$ cat src/rtl/vga_pkg.sv
// Default 640x480@60 timing constants and the boundaries derived from them.
package vga_pkg;

  localparam int unsigned COUNT_W = 10;

  localparam int unsigned H_VISIBLE_DEF = 640;
  localparam int unsigned H_FRONT_DEF   = 16;
  localparam int unsigned H_SYNC_DEF    = 96;
  localparam int unsigned H_BACK_DEF    = 48;
  localparam int unsigned V_VISIBLE_DEF = 480;
  localparam int unsigned V_FRONT_DEF   = 10;
  localparam int unsigned V_SYNC_DEF    = 2;
  localparam int unsigned V_BACK_DEF    = 33;

  localparam int unsigned H_TOTAL = H_VISIBLE_DEF + H_FRONT_DEF + H_SYNC_DEF + H_BACK_DEF;
  localparam int unsigned V_TOTAL = V_VISIBLE_DEF + V_FRONT_DEF + V_SYNC_DEF + V_BACK_DEF;

  localparam int unsigned H_SYNC_START = H_VISIBLE_DEF + H_FRONT_DEF;
  localparam int unsigned H_SYNC_END   = H_SYNC_START + H_SYNC_DEF - 1;
  localparam int unsigned V_SYNC_START = V_VISIBLE_DEF + V_FRONT_DEF;
  localparam int unsigned V_SYNC_END   = V_SYNC_START + V_SYNC_DEF - 1;

  // Inclusive window test used for the sync pulses.
  function automatic logic in_window(input logic [COUNT_W-1:0] v,
                                     input logic [COUNT_W-1:0] lo,
                                     input logic [COUNT_W-1:0] hi);
    return (v >= lo) && (v <= hi);
  endfunction

endpackage

$ cat src/rtl/vga_controller_if.sv
// Video timing outputs towards the DAC and the colour mapper.
interface vga_controller_if;
  import vga_pkg::*;

  logic               VGA_CLK;
  logic               VGA_HS;
  logic               VGA_VS;
  logic               VGA_BLANK_N;
  logic               VGA_SYNC_N;
  logic [COUNT_W-1:0] DrawX;
  logic [COUNT_W-1:0] DrawY;
  logic               frame_start;

  modport master (output VGA_CLK, VGA_HS, VGA_VS, VGA_BLANK_N, VGA_SYNC_N,
                         DrawX, DrawY, frame_start);
  modport slave  (input  VGA_CLK, VGA_HS, VGA_VS, VGA_BLANK_N, VGA_SYNC_N,
                         DrawX, DrawY, frame_start);
endinterface

$ cat src/rtl/mod_counter.sv
// Modulo-N counter with enable; exposes its next value and a wrap strobe.
module mod_counter #(
  parameter int unsigned MODULUS = 800,
  parameter int unsigned WIDTH   = 10
) (
  input  logic             clk,
  input  logic             rst_n,
  input  logic             en,
  output logic [WIDTH-1:0] count,
  output logic [WIDTH-1:0] count_next_c,
  output logic             wrap_c
);

  localparam logic [WIDTH-1:0] LAST = WIDTH'(MODULUS - 1);

  always_comb begin
    wrap_c       = en && (count == LAST);
    count_next_c = count;
    if (en) count_next_c = wrap_c ? '0 : count + WIDTH'(1);
  end

  always_ff @(posedge clk) begin
    if (!rst_n) count <= '0;
    else        count <= count_next_c;
  end

endmodule

$ cat src/rtl/vga_controller.sv
// VGA timing generator: pixel clock at Clk/2, pixel/line counters, syncs and blanking.
module vga_controller
  import vga_pkg::*;
#(
  parameter int unsigned H_VISIBLE = H_VISIBLE_DEF,
  parameter int unsigned H_FRONT   = H_FRONT_DEF,
  parameter int unsigned H_SYNC    = H_SYNC_DEF,
  parameter int unsigned H_BACK    = H_BACK_DEF,
  parameter int unsigned V_VISIBLE = V_VISIBLE_DEF,
  parameter int unsigned V_FRONT   = V_FRONT_DEF,
  parameter int unsigned V_SYNC    = V_SYNC_DEF,
  parameter int unsigned V_BACK    = V_BACK_DEF
) (
  input  logic             Clk,
  input  logic             Reset,
  vga_controller_if.master vga
);

  localparam int unsigned H_TOT = H_VISIBLE + H_FRONT + H_SYNC + H_BACK;
  localparam int unsigned V_TOT = V_VISIBLE + V_FRONT + V_SYNC + V_BACK;

  localparam logic [COUNT_W-1:0] H_VIS_L = COUNT_W'(H_VISIBLE);
  localparam logic [COUNT_W-1:0] V_VIS_L = COUNT_W'(V_VISIBLE);
  localparam logic [COUNT_W-1:0] HS_LO   = COUNT_W'(H_VISIBLE + H_FRONT);
  localparam logic [COUNT_W-1:0] HS_HI   = COUNT_W'(H_VISIBLE + H_FRONT + H_SYNC - 1);
  localparam logic [COUNT_W-1:0] VS_LO   = COUNT_W'(V_VISIBLE + V_FRONT);
  localparam logic [COUNT_W-1:0] VS_HI   = COUNT_W'(V_VISIBLE + V_FRONT + V_SYNC - 1);

  logic               phase;
  logic               hs;
  logic               vs;
  logic               blank_n;
  logic               frame_start;
  logic [COUNT_W-1:0] draw_x;
  logic [COUNT_W-1:0] draw_y;
  logic [COUNT_W-1:0] x_next;
  logic [COUNT_W-1:0] y_next;
  logic               h_wrap;
  logic               v_wrap;

  // Pixel column advances on the second Clk of every pixel.
  mod_counter #(.MODULUS(H_TOT), .WIDTH(COUNT_W)) u_h_count (
    .clk          (Clk),
    .rst_n        (Reset),
    .en           (phase),
    .count        (draw_x),
    .count_next_c (x_next),
    .wrap_c       (h_wrap)
  );

  mod_counter #(.MODULUS(V_TOT), .WIDTH(COUNT_W)) u_v_count (
    .clk          (Clk),
    .rst_n        (Reset),
    .en           (h_wrap),
    .count        (draw_y),
    .count_next_c (y_next),
    .wrap_c       (v_wrap)
  );

  // Decoding the next counter values keeps syncs/blank aligned with DrawX/DrawY.
  always_ff @(posedge Clk) begin
    if (!Reset) begin
      phase       <= 1'b0;
      hs          <= 1'b1;
      vs          <= 1'b1;
      blank_n     <= 1'b1;
      frame_start <= 1'b0;
    end else begin
      phase       <= ~phase;
      hs          <= ~in_window(x_next, HS_LO, HS_HI);
      vs          <= ~in_window(y_next, VS_LO, VS_HI);
      blank_n     <= (x_next < H_VIS_L) && (y_next < V_VIS_L);
      frame_start <= h_wrap && v_wrap;
    end
  end

  assign vga.VGA_CLK     = phase;
  assign vga.VGA_HS      = hs;
  assign vga.VGA_VS      = vs;
  assign vga.VGA_BLANK_N = blank_n;
  assign vga.VGA_SYNC_N  = 1'b0;
  assign vga.DrawX       = draw_x;
  assign vga.DrawY       = draw_y;
  assign vga.frame_start = frame_start;

endmodule

$ cat src/flat_wrapper.sv
// flat-port wrapper written by rule: the top's interface ports become plain ports
module vga_controller_flat import vga_pkg::*;
#(
  parameter int unsigned H_VISIBLE = H_VISIBLE_DEF,
  parameter int unsigned H_FRONT   = H_FRONT_DEF,
  parameter int unsigned H_SYNC    = H_SYNC_DEF,
  parameter int unsigned H_BACK    = H_BACK_DEF,
  parameter int unsigned V_VISIBLE = V_VISIBLE_DEF,
  parameter int unsigned V_FRONT   = V_FRONT_DEF,
  parameter int unsigned V_SYNC    = V_SYNC_DEF,
  parameter int unsigned V_BACK    = V_BACK_DEF
)
  (Clk, Reset, vga_VGA_CLK, vga_VGA_HS, vga_VGA_VS, vga_VGA_BLANK_N, vga_VGA_SYNC_N, vga_DrawX, vga_DrawY, vga_frame_start);
  vga_controller_if vga_i ();
  input  logic Clk;
  input  logic Reset;
  output wire logic [$bits(vga_i.VGA_CLK)-1:0] vga_VGA_CLK;
  output wire logic [$bits(vga_i.VGA_HS)-1:0] vga_VGA_HS;
  output wire logic [$bits(vga_i.VGA_VS)-1:0] vga_VGA_VS;
  output wire logic [$bits(vga_i.VGA_BLANK_N)-1:0] vga_VGA_BLANK_N;
  output wire logic [$bits(vga_i.VGA_SYNC_N)-1:0] vga_VGA_SYNC_N;
  output wire logic [$bits(vga_i.DrawX)-1:0] vga_DrawX;
  output wire logic [$bits(vga_i.DrawY)-1:0] vga_DrawY;
  output wire logic [$bits(vga_i.frame_start)-1:0] vga_frame_start;
  assign vga_VGA_CLK = vga_i.VGA_CLK;
  assign vga_VGA_HS = vga_i.VGA_HS;
  assign vga_VGA_VS = vga_i.VGA_VS;
  assign vga_VGA_BLANK_N = vga_i.VGA_BLANK_N;
  assign vga_VGA_SYNC_N = vga_i.VGA_SYNC_N;
  assign vga_DrawX = vga_i.DrawX;
  assign vga_DrawY = vga_i.DrawY;
  assign vga_frame_start = vga_i.frame_start;
  vga_controller #(.H_VISIBLE(H_VISIBLE), .H_FRONT(H_FRONT), .H_SYNC(H_SYNC), .H_BACK(H_BACK), .V_VISIBLE(V_VISIBLE), .V_FRONT(V_FRONT), .V_SYNC(V_SYNC), .V_BACK(V_BACK)) u_core (.Clk(Clk), .Reset(Reset), .vga(vga_i));
endmodule
$ cat config.mk
export PLATFORM = sky130hd
export DESIGN_NAME = vga_controller_flat
export DESIGN_NICKNAME = d
export VERILOG_FILES = /design/src/rtl/vga_pkg.sv /design/src/rtl/vga_controller_if.sv /design/src/rtl/mod_counter.sv /design/src/rtl/vga_controller.sv /design/src/flat_wrapper.sv
export SDC_FILE = /design/constraint.sdc
export NUM_CORES = 1
export LEC_CHECK = 0
export CAP_MARGIN = 40
export CORE_UTILIZATION = 53
export DETAILED_ROUTE_END_ITERATION = 10
export GPL_TIMING_DRIVEN = 0
export HOLD_SLACK_MARGIN = 0.02
export PLACE_DENSITY_LB_ADDON = 0.25
export RECOVER_POWER = 100
export SYNTH_ARGS = -nofsm -noshare
export SYNTH_HDL_FRONTEND = slang
export SYNTH_SLANG_ARGS = --single-unit
$ cat constraint.sdc
create_clock -name Clk -period 3.4 [get_ports Clk]
set_input_delay 0.51 -clock Clk [delete_from_list [all_inputs] [get_ports Clk]]
set_output_delay 0.51 -clock Clk [all_outputs]
set_load 0.005 [all_outputs]
==> results.md <==
- Yosys top cell area share: 39.4%
- GP Congestion: 0.856
- Mux cell area share after synthesis: 0%
- Max cap viols: 0
- Synth Area in Compound Gates: about 6.7%
- 1st-iter DRT viols: 35
- Critical Path RT: 3.63 ns
- Synth Net Count: 151
- CTS tree: done
- Arr. time, crit path: 2.68 ns
- Crit path max fanout: 10
- EDFF count, synth: 0
- # rows: 17
- Die height: approximately 51 um
- Most common cell in the synthesized netlist: dfxtp_1
- Worst slew pin tran: 0.516 ns
- Tot GR Track Use: 22.1%
- Clock slew at reported path FFs: 0.15 ns
- Initial antenna violation count: 0
- Crit path launch type: register
- Buf/Inv on CP: 3
- LEAKAGE: 0.000639 uW
- Dpl hpwl: 1880 um
- Core footprint: 2230 um^2
- Power, Total: roughly 460 uW
- Crit path capture type: register
- DR vias/cell: 5.48
- Nets: 182
- Min cycle time layout: 2.45 ns
- YS warnings: 0
- Final Slew Violations: 0
- Mean Syn Cell Area: 8.70 um^2
- Synth cell types: 38
- Global-route wire length before repair: roughly 4300 um
- Num ports: 28
- Vias: 1118
- Post-cts sizing count: 0
- Setup WS pre-CTS: between 1.5 and 2 ns
- Worst hold margin: approximately 0.5 ns
- Residual DRC: 0
- Wirelength per Cell: roughly 13 um
- Initial core utilization: 56.9%
- DR pass1 iterations: 4
- Seq/Total Area, Yosys: between 30% and 40%
- Fraction of layout cells with a size suffix above 1: 6.25%
- PD cells: ~290 nW/um^2
- Maximum vdd drop: around 0.00021 V
- Status: completed
- DIE AREA: ~2600 um^2
- Final setup vio count: 0
- Vias in the first global route: slightly below 1000
- CTS Sinks: 25
- Synthesized flop and latch total: 25
- Post-Synthesis Cells: around 150
- Hold_buf cts: 0
- Global route overflow: 0
- Wirelength, routed: 2570 um
- Hold Path Class: register to register
- Max clock buf depth: 2
- Synth async-reset ratio: 0%
- FMAX: 408 MHz
- Synth Area in Simple Gates: 35.6%
- Largest net degree at the start of global routing: 16
- RSZ-0062 raised after global routing: no
- Antenna Diode Count: 0
- Top cells by count, synth: dfxtp_1, nor2_1, nand2_1, nand4_1, xor2_1
- CP cell instances: clkbuf_1 -> and4_1 -> and4b_1 -> clkbuf_1 -> clkbuf_1 -> nand4_1 -> xor2_1 -> nand4_1
- Postcts setup bufs: 0
- CP peak stage delay: 0.42 ns
- Commonest register cell after synthesis: dfxtp_1
- Slowest cell on crit path: clkbuf_1
- CTS H-tree depth: 1
- Die X: 51.0 um
- XOR/XNOR Fraction of Synth Area: 11.0%
- Synth area leaders: dfxtp_1, xor2_1, nand4_1
- Adder-cell share of the synthesized area: 2.96%
- CTS buffer count: 3
- Root Driver: clkbuf_4
- Synth area leader: dfxtp_1
- Crit Path Category: register to register
- PnR worst setup slack: 0.952 ns
- Worst-Skew Late Latency: roughly 0.34 ns
- Synthesized cell area: 1270 um^2
- Setup TNS Final: 0 ns
- Syn-to-layout area delta: 24.5%
- Clk_skew: 0.0127 ns
- Fin crit share: 72.0%
- Final hold viol count: 0
- Largest family of logic cells by synthesized area: simple AND/OR/NAND/NOR gates
- Number of port buffers: 26
- Delay-heaviest family, CP: buffers and inverters
- CP most frequent cell: clkbuf_1
- Antenna-violating nets left: 0
- Slew HR: about two thirds
==> logic make-up after synthesis <==
logic type,Yosys count
simple gates,79
flops,25
xor+xnor,16
compound gates,13
buf+inv,9
fa+ha+maj,3
other cells,1
==> layout by cell type, fill, tap and decap left out, types with 4 or more instances in the layout <==
cell type and instances:
a21oi_1 4, dlygate4sd3_1 26, and3_1 5, nor2b_1 4
nand2_1 15, dfxtp_1 25, clkbuf_1 4, xor2_1 9
xnor2_1 7, nand3_1 4, nand4_1 10, nor2_1 16
==> stage by stage <==
stage                     instances  instance area [um^2]  utilization (%)
after detailed placement        200                  1570             70.1
after global routing            204                  1580             70.8
after CTS                       204                  1600             71.4
final                           204                  1580             70.8
after floorplan                 146                  1270                -
after global placement          200                  1570             70.1
==> layer usage <==
| layer | part of all wire, % | track usage, % | routed length [um] | vias to the layer above |
|---|---|---|---|---|
| met1 | 49 | 29.6 | 1260 | 507 |
| met2 | 44 | 33.1 | 1130 | 38 |
| met3 | 4.6 | 3.27 | 117 | 7 |
| met5 | 0 | 0 | 0 | - |
| met4 | 2.3 | 13.9 | 58 | 0 |
| li1 | - | - | - | 566 |
==> state kept, by name, indices dropped and copies added, names as in the netlist <==
name,count
u_core.u_h_count.count,10
u_core.u_v_count.count,10
u_core.vga.VGA_BLANK_N,1
u_core.vga.VGA_CLK,1
u_core.vga.VGA_HS,1
u_core.vga.VGA_VS,1
u_core.vga.frame_start,1
==> final cells by class <==
| cell class | count | area, um^2 |
|---|---|---|
| Fill cell | 180 | 652 |
| Buffer | 7 | 32.5 |
| Inverter | 2 | 7.51 |
| Timing Repair Buffer | 26 | 260 |
| Clock buffer | 3 | 22.5 |
| Tap cell | 28 | 35.0 |
| Clock inverter | 1 | 7.51 |
| Multi-Input combinational cell | 112 | 716 |
| Sequential cell | 25 | 500 |
==> power breakdown <==
| part | switching (uW) | internal [uW] |
|---|---|---|
| combinational | 9.81 | 9.14 |
| sequential | 2.48 | 296 |
| clock | 96.3 | 45.2 |
==> path summary, 6_finish.rpt <==
| path | start | to | slack, ns | cells after the start |
|---|---|---|---|---|
| max | u_core.vga.VGA_CLK | u_core.vga.VGA_VS | 0.95 | 8 |
| min | u_core.u_h_count.count[9] | u_core.vga.VGA_HS | 0.50 | 1 |
| max reg2reg | u_core.vga.VGA_CLK | u_core.vga.VGA_VS | 0.95 | 8 |
| min reg2reg | u_core.u_h_count.count[9] | u_core.vga.VGA_HS | 0.50 | 1 |
No activity file was read; power rests on OpenSTA's default activity.
